### config.mk
export PLATFORM = sky130hd
export DESIGN_NAME = seven_seg_scan
export DESIGN_NICKNAME = d
export VERILOG_FILES = /design/src/rtl/seven_seg_pkg.sv /design/src/rtl/hex_to_inverse_seven_seg.sv /design/src/rtl/seven_seg_scan.sv
export SDC_FILE = /design/constraint.sdc
export NUM_CORES = 1
export LEC_CHECK = 0
export CORE_MARGIN = 3
export CORE_UTILIZATION = 62
export CTS_BUF_LIST = sky130_fd_sc_hd__clkbuf_8
export CTS_CLUSTER_SIZE = 12
export DETAILED_ROUTE_END_ITERATION = 12
export PLACE_DENSITY_LB_ADDON = 0.2
export SETUP_SLACK_MARGIN = 0.02
export SLEW_MARGIN = 20
export SYNTH_ARGS = -nofsm -noshare
export SYNTH_HDL_FRONTEND = slang
export SYNTH_HIERARCHICAL = 1
export SYNTH_SLANG_ARGS = --single-unit
### constraint.sdc
create_clock -name clk -period 3.6 [get_ports clk]
set_input_delay 0.54 -clock clk [delete_from_list [all_inputs] [get_ports clk]]
set_output_delay 0.54 -clock clk [all_outputs]
set_load 0.01 [all_outputs]
### src/rtl/seven_seg_pkg.sv
// Shared types and constants for the four-digit seven-segment scanner.
package seven_seg_pkg;

  typedef enum logic {
    ST_ACTIVE = 1'b0,
    ST_BLANK  = 1'b1
  } scan_state_e;

  localparam int         NUM_DIGITS = 4;
  localparam logic [6:0] SEG_OFF    = 7'b1111111;
  localparam logic [3:0] AN_OFF     = 4'b1111;

  // Digit idx is a leading zero when it and every more-significant nibble are zero.
  function automatic logic lz_dark(input logic [15:0] disp, input logic [1:0] idx);
    logic dark;
    case (idx)
      2'd0:    dark = 1'b0;
      2'd1:    dark = (disp[15:4] == 12'h000);
      2'd2:    dark = (disp[15:8] == 8'h00);
      2'd3:    dark = (disp[15:12] == 4'h0);
      default: dark = 1'b0;
    endcase
    return dark;
  endfunction

endpackage

### src/rtl/hex_to_inverse_seven_seg.sv
// Hex nibble to active-low segment pattern, segment a in bit 6 through g in bit 0.
module hex_to_inverse_seven_seg
  import seven_seg_pkg::*;
(
  input  logic [3:0] nibble_i,
  output logic [6:0] seg_n_o
);

  // Pure lookup; no state.
  always_comb begin
    case (nibble_i)
      4'h0:    seg_n_o = 7'b0000001;
      4'h1:    seg_n_o = 7'b1001111;
      4'h2:    seg_n_o = 7'b0010010;
      4'h3:    seg_n_o = 7'b0000110;
      4'h4:    seg_n_o = 7'b1001100;
      4'h5:    seg_n_o = 7'b0100100;
      4'h6:    seg_n_o = 7'b0100000;
      4'h7:    seg_n_o = 7'b0001111;
      4'h8:    seg_n_o = 7'b0000000;
      4'h9:    seg_n_o = 7'b0000100;
      4'hA:    seg_n_o = 7'b0001000;
      4'hB:    seg_n_o = 7'b1100000;
      4'hC:    seg_n_o = 7'b0110001;
      4'hD:    seg_n_o = 7'b1000010;
      4'hE:    seg_n_o = 7'b0110000;
      4'hF:    seg_n_o = 7'b0111000;
      default: seg_n_o = SEG_OFF;
    endcase
  end

endmodule

### src/rtl/seven_seg_scan.sv
// Time-multiplexed driver for four common-anode digits with blanking guard,
// frame-synchronous value update, per-digit enable and leading-zero suppression.
module seven_seg_scan
  import seven_seg_pkg::*;
#(
  parameter int CLK_DIV   = 50000,
  parameter int BLANK_CYC = 16
) (
  input  logic        clk,
  input  logic        rst,
  input  logic [15:0] value,
  input  logic        load,
  input  logic [3:0]  dp_in,
  input  logic [3:0]  digit_en,
  input  logic        lz_en,
  output logic [3:0]  an_n,
  output logic [6:0]  seg_n,
  output logic        dp_n,
  output logic        frame_start
);

  localparam int CNT_MAX = (CLK_DIV > BLANK_CYC) ? CLK_DIV : BLANK_CYC;
  localparam int CNT_W   = $clog2(CNT_MAX);
  localparam logic [CNT_W-1:0] ACT_LAST = CNT_W'(CLK_DIV - 1);
  localparam logic [CNT_W-1:0] BLK_LAST = CNT_W'(BLANK_CYC - 1);

  scan_state_e      state_q, state_d;
  logic [1:0]       idx_q, idx_d;
  logic [CNT_W-1:0] cnt_q, cnt_d;
  logic             wrap_s;
  logic [15:0]      shadow_q, shadow_d, disp_q, disp_d;
  logic [3:0]       shadow_dp_q, shadow_dp_d, disp_dp_q, disp_dp_d;
  logic [3:0]       an_q, an_d;
  logic [6:0]       seg_q, seg_d, seg_s;
  logic             dp_q, dp_d, fs_q, fs_d;
  logic [3:0]       nibble_s;
  logic             dark_s, en_s;

  // Scan state register.
  always_ff @(posedge clk or posedge rst) begin
    if (rst) begin
      state_q <= ST_BLANK;
      idx_q   <= 2'd0;
      cnt_q   <= '0;
    end else begin
      state_q <= state_d;
      idx_q   <= idx_d;
      cnt_q   <= cnt_d;
    end
  end

  // idx advances when leaving ACTIVE so the post-reset guard leads straight into digit 0.
  always_comb begin
    state_d = state_q;
    idx_d   = idx_q;
    cnt_d   = cnt_q + CNT_W'(1);
    wrap_s  = 1'b0;
    case (state_q)
      ST_ACTIVE: begin
        if (cnt_q == ACT_LAST) begin
          state_d = ST_BLANK;
          cnt_d   = '0;
          idx_d   = idx_q + 2'd1;
          wrap_s  = (idx_q == 2'd3);
        end else begin
          state_d = ST_ACTIVE;
        end
      end
      ST_BLANK: begin
        if (cnt_q == BLK_LAST) begin
          state_d = ST_ACTIVE;
          cnt_d   = '0;
        end else begin
          state_d = ST_BLANK;
        end
      end
      default: begin
        state_d = ST_BLANK;
        cnt_d   = '0;
      end
    endcase
  end

  assign nibble_s = disp_q[{idx_q, 2'b00} +: 4];

  hex_to_inverse_seven_seg u_hex (
    .nibble_i (nibble_s),
    .seg_n_o  (seg_s)
  );

  // Output decode; the registered copy lags the state by one cycle.
  always_comb begin
    dark_s      = lz_en & lz_dark(disp_q, idx_q);
    en_s        = digit_en[idx_q];
    shadow_d    = load ? value : shadow_q;
    shadow_dp_d = load ? dp_in : shadow_dp_q;
    disp_d      = wrap_s ? shadow_q : disp_q;
    disp_dp_d   = wrap_s ? shadow_dp_q : disp_dp_q;
    fs_d        = (state_q == ST_BLANK) && (cnt_q == BLK_LAST) && (idx_q == 2'd0);
    an_d        = AN_OFF;
    seg_d       = SEG_OFF;
    dp_d        = 1'b1;
    if (state_q == ST_ACTIVE) begin
      an_d = en_s ? ~(4'b0001 << idx_q) : AN_OFF;
      if (en_s && !dark_s) begin
        seg_d = seg_s;
        dp_d  = ~disp_dp_q[idx_q];
      end else begin
        seg_d = SEG_OFF;
        dp_d  = 1'b1;
      end
    end else begin
      an_d  = AN_OFF;
      seg_d = SEG_OFF;
      dp_d  = 1'b1;
    end
  end

  // Shadow/display data and registered pin drivers.
  always_ff @(posedge clk or posedge rst) begin
    if (rst) begin
      shadow_q    <= 16'h0000;
      shadow_dp_q <= 4'h0;
      disp_q      <= 16'h0000;
      disp_dp_q   <= 4'h0;
      an_q        <= AN_OFF;
      seg_q       <= SEG_OFF;
      dp_q        <= 1'b1;
      fs_q        <= 1'b0;
    end else begin
      shadow_q    <= shadow_d;
      shadow_dp_q <= shadow_dp_d;
      disp_q      <= disp_d;
      disp_dp_q   <= disp_dp_d;
      an_q        <= an_d;
      seg_q       <= seg_d;
      dp_q        <= dp_d;
      fs_q        <= fs_d;
    end
  end

  assign an_n        = an_q;
  assign seg_n       = seg_q;
  assign dp_n        = dp_q;
  assign frame_start = fs_q;

endmodule
==> parameters.txt <==
Parameter                              Value

STA
  Worst rel slew slack    33.2%
  Fraction of the cycle the final worst path needs    69.0%
  Final setup violation count    0
  Timing-limited maximum frequency    403 MHz
  Least-Margin Pin Slew    0.999 ns
  Clock Skew    0.00710 ns
  Unrepaired setup endpoints after global routing    false
  Worst-case setup margin in the final layout    1.12 ns
  Fin crit period    2.48 ns
  Number of hold-slack violations in the final timing report    0
  Final number of max-transition violations    0
  Final-layout setup total negative slack    0 ns

Setup path
  Family with the most delay on the worst path    multiplexers
  Worst Path Class, Setup    register to register
  CP max stage cell    sky130_fd_sc_hd__mux4_2
  Count of buffer and inverter cells on the critical path    2
  Type of element launching the critical path    register
  Type of destination of the critical path    register
  Cells along the critical path    mux4_2, inv_1, ha_1, inv_1, mux4_2, or2_2
  Critical path data required time    3.88 ns
  Crit-path max cell delay    0.66 ns
  Arr. time, crit path    2.76 ns
  Critical path fanouts, max    10

Global route
  Global-route wire length before repair    10500 um
  Gr ovfl total    0
  Pin count of the biggest net entering global routing    41
  Number of antenna violations at the first check in global routing    0
  All-Layer GR Usage    22.3%
  Number of global-route vias before repair    2189

Synth
  Synth area leader    sky130_fd_sc_hd__dfrtp_1
  Dominant cells by area after synthesis    sky130_fd_sc_hd__dfrtp_1 (43%), sky130_fd_sc_hd__dfstp_2 (9.9%), sky130_fd_sc_hd__mux2_4 (8.7%)
  Most used standard cells in the synthesized netlist    sky130_fd_sc_hd__dfrtp_1 (59), sky130_fd_sc_hd__mux2_2 (21), sky130_fd_sc_hd__mux2_4 (20)
  Gate count of the mapped netlist    252
  Sequential cell area fraction in the yosys report    52.9%
  Seq cells post-synth    72
  Async S/R FF share, synth    100%
  EDFF count, synth    0
  Dominant cell by count in the synthesized netlist    sky130_fd_sc_hd__dfrtp_1
  Main synth FF type    sky130_fd_sc_hd__dfrtp_1
  Cell area after technology mapping    3440 um^2
  Unique cell type count in the Yosys netlist    43
  Syn_nets    292
  Syn. warnings    6
  Fraction of synthesized cell area taken by the top area cell type    43.0%
  Average instance area after synthesis    13.6 um^2

Clock tree
  Buffers from clock root to sink, at most    2
  CTS tree    built
  Clock root buffer    sky130_fd_sc_hd__clkbuf_8
  Number of clock sinks    72
  Cts repair resizes    0
  Clk Latency, worst-skew pair    0.35 ns
  Level count of the clock H-tree    3
  Number of buffers added by the clock tree synthesis step    9
  Number of hold buffers added after cts    0
  Worst-path clk slew    0.08 ns
  Post-CTS Setup Bufs    0

Power
  Lkg Pwr    1.77 nW
  Post-route total power    0.00179 W
  Peak VDD IR    0.559 mV
  Power Dens Cells    434 nW/um^2

Die
  Area inside the core boundary    5240 um^2
  Total number of placement rows    26
  Top-level port count    41
  Starting density of the core    65.6%
  Chip Height    80.4 um
  Total Die Area    6470 um^2
  Width of the die    80.4 um

Final layout
  Synthesis-to-finish area growth    19.9%
  Final design utilization    78.7%
  Area of all placed cells without fillers    4120 um^2
  Final-stage net count    333
  Number of antenna diodes    0
  Share of cells above drive strength 1    30.9%
  Number of filler cells placed in the layout    336

Outcome
  Outcome    finished clean

Drt
  Routed via count divided by cell count    5.69
  Post-DRT Antenna Nets    0
  Vias after detailed routing    2095
  Number of search-and-repair iterations in the first detailed-routing pass    4
  Per-cell routed wire length    17.4 um
  Number of DRC violations after detailed-routing iteration 0    93
  Routed WL    6410 um
  DRC violations left    0

Place
  Placement Cell Area    3850 um^2
  Final Wtd Congestion    0.825
  Detailed placement HPWL    4340 um
  Pre-CTS setup slack    1.15 ns
  Quantity of I/O buffers inserted on ports    40

Flow run
  Number of maximum-capacitance constraint violations    0

Min path
  Hold/Removal Path Class    register to register
## power by group
part | internal (W) | leakage, nW | switching [W]
clock network | 0.000532 | 0.134 | 0.000305
logic | 0.0000589 | 0.732 | 0.0000369
registers | 0.000838 | 0.901 | 0.0000146
total | 0.00143 | 1.77 | 0.000357
## layout make-up
cell class / instances / area (um^2) / area share (%)
Clock buffer: 9 / 124 / 3.01
Multi-Input combinational cell: 161 / 1500 / 36.3
Timing Repair Buffer: 41 / 420 / 10.2
Clock inverter: 7 / 143 / 3.46
Tap cell: 70 / 87.6 / 2.13
Inverter: 8 / 30.0 / 0.729
Sequential cell: 72 / 1820 / 44.1
## per-layer routing
layer | GRT usage [%] | vias to the layer above | wire (um)
li1 | - | 972 | -
met3 | 7.51 | 8 | 319
met4 | 6.25 | 0 | 97
met1 | 27.0 | 1065 | 2650
met5 | 0 | - | 0
met2 | 37.8 | 50 | 3340
## kinds of logic after synthesis
| group | count (synthesis) | share of synthesized area, % |
|---|---|---|
| XOR/XNOR | 14 | 3.57 |
| flip-flops | 72 | 52.9 |
| AO/OA/AOI/OAI | 13 | 2.66 |
| AND/OR/NAND/NOR | 68 | 11.0 |
| adder cells (fa/ha/maj) | 12 | 4.37 |
| buffers and inverters | 19 | 3.50 |
| multiplexers | 54 | 22.0 |
## flip-flops by register name (all words and copies together) (netlist names)
register / cells
disp_q: 16
idx_q: 2
shadow_dp_q: 4
cnt_q: 16
disp_dp_q: 4
state_q: 1
seg_n: 7
an_n: 4
frame_start: 1
shadow_q: 16
dp_n: 1
## per-stage QoR
step / std cells / hold WS [ns]
final: 368 / 0.464
after floorplan: 252 / 0.424
after detailed placement: 352 / 0.453
after CTS: 368 / 0.463
after global placement: 352 / 0.440
after global routing: 368 / 0.505
## final timing paths
path	start	to	slack (ns)	cells after the start
setup / recovery	idx_q[0]	seg_n[3]	1.12	6
hold / removal	cnt_q[0]	cnt_q[0]	0.46	1
setup reg to reg	idx_q[0]	seg_n[3]	1.12	6
hold reg to reg	cnt_q[0]	cnt_q[0]	0.46	1
max in group asynchronous	rst	an_n[1]	2.29	3
min in group asynchronous	rst	shadow_dp_q[0]	0.61	2
## worst register-to-register path, cell delays in order (launching register included)
cell	delay, ns
sky130_fd_sc_hd__dfrtp_1	0.63
sky130_fd_sc_hd__mux4_2	0.66
sky130_fd_sc_hd__inv_1	0.17
sky130_fd_sc_hd__ha_1	0.15
sky130_fd_sc_hd__inv_1	0.05
sky130_fd_sc_hd__mux4_2	0.44
sky130_fd_sc_hd__or2_2	0.31
## placed cells by master, fill, tap and decap left out, types with 2 or more instances in the layout
cell type                         synthesis  routed
sky130_fd_sc_hd__clkbuf_8                 0       9
sky130_fd_sc_hd__dfstp_2                 13      13
sky130_fd_sc_hd__mux2i_1                  6       6
sky130_fd_sc_hd__and3_1                   3       3
sky130_fd_sc_hd__o31ai_1                  2       2
sky130_fd_sc_hd__nor2_1                  15      15
sky130_fd_sc_hd__mux2_4                  20      20
sky130_fd_sc_hd__dfrtp_1                 59      59
sky130_fd_sc_hd__inv_1                    8       7
sky130_fd_sc_hd__xor2_1                   5       5
sky130_fd_sc_hd__nand4_1                  4       4
sky130_fd_sc_hd__or4_1                    2       2
sky130_fd_sc_hd__nor2b_1                  2       2
sky130_fd_sc_hd__clkdlybuf4s50_1          0      40
sky130_fd_sc_hd__bufinv_16                0       4
sky130_fd_sc_hd__nand2b_1                 3       3
sky130_fd_sc_hd__mux4_2                   7       7
sky130_fd_sc_hd__nand2_1                 11      11
sky130_fd_sc_hd__a21oi_1                  3       3
sky130_fd_sc_hd__or2_2                    7       7
sky130_fd_sc_hd__nand3_1                  6       6
sky130_fd_sc_hd__and3_4                   2       2
sky130_fd_sc_hd__mux2_2                  21      21
sky130_fd_sc_hd__nor4_1                   5       5
sky130_fd_sc_hd__ha_1                    12      12
sky130_fd_sc_hd__xnor2_1                  9       9
sky130_fd_sc_hd__o21ai_1                  2       2
Power figures use the tool's default switching activity.
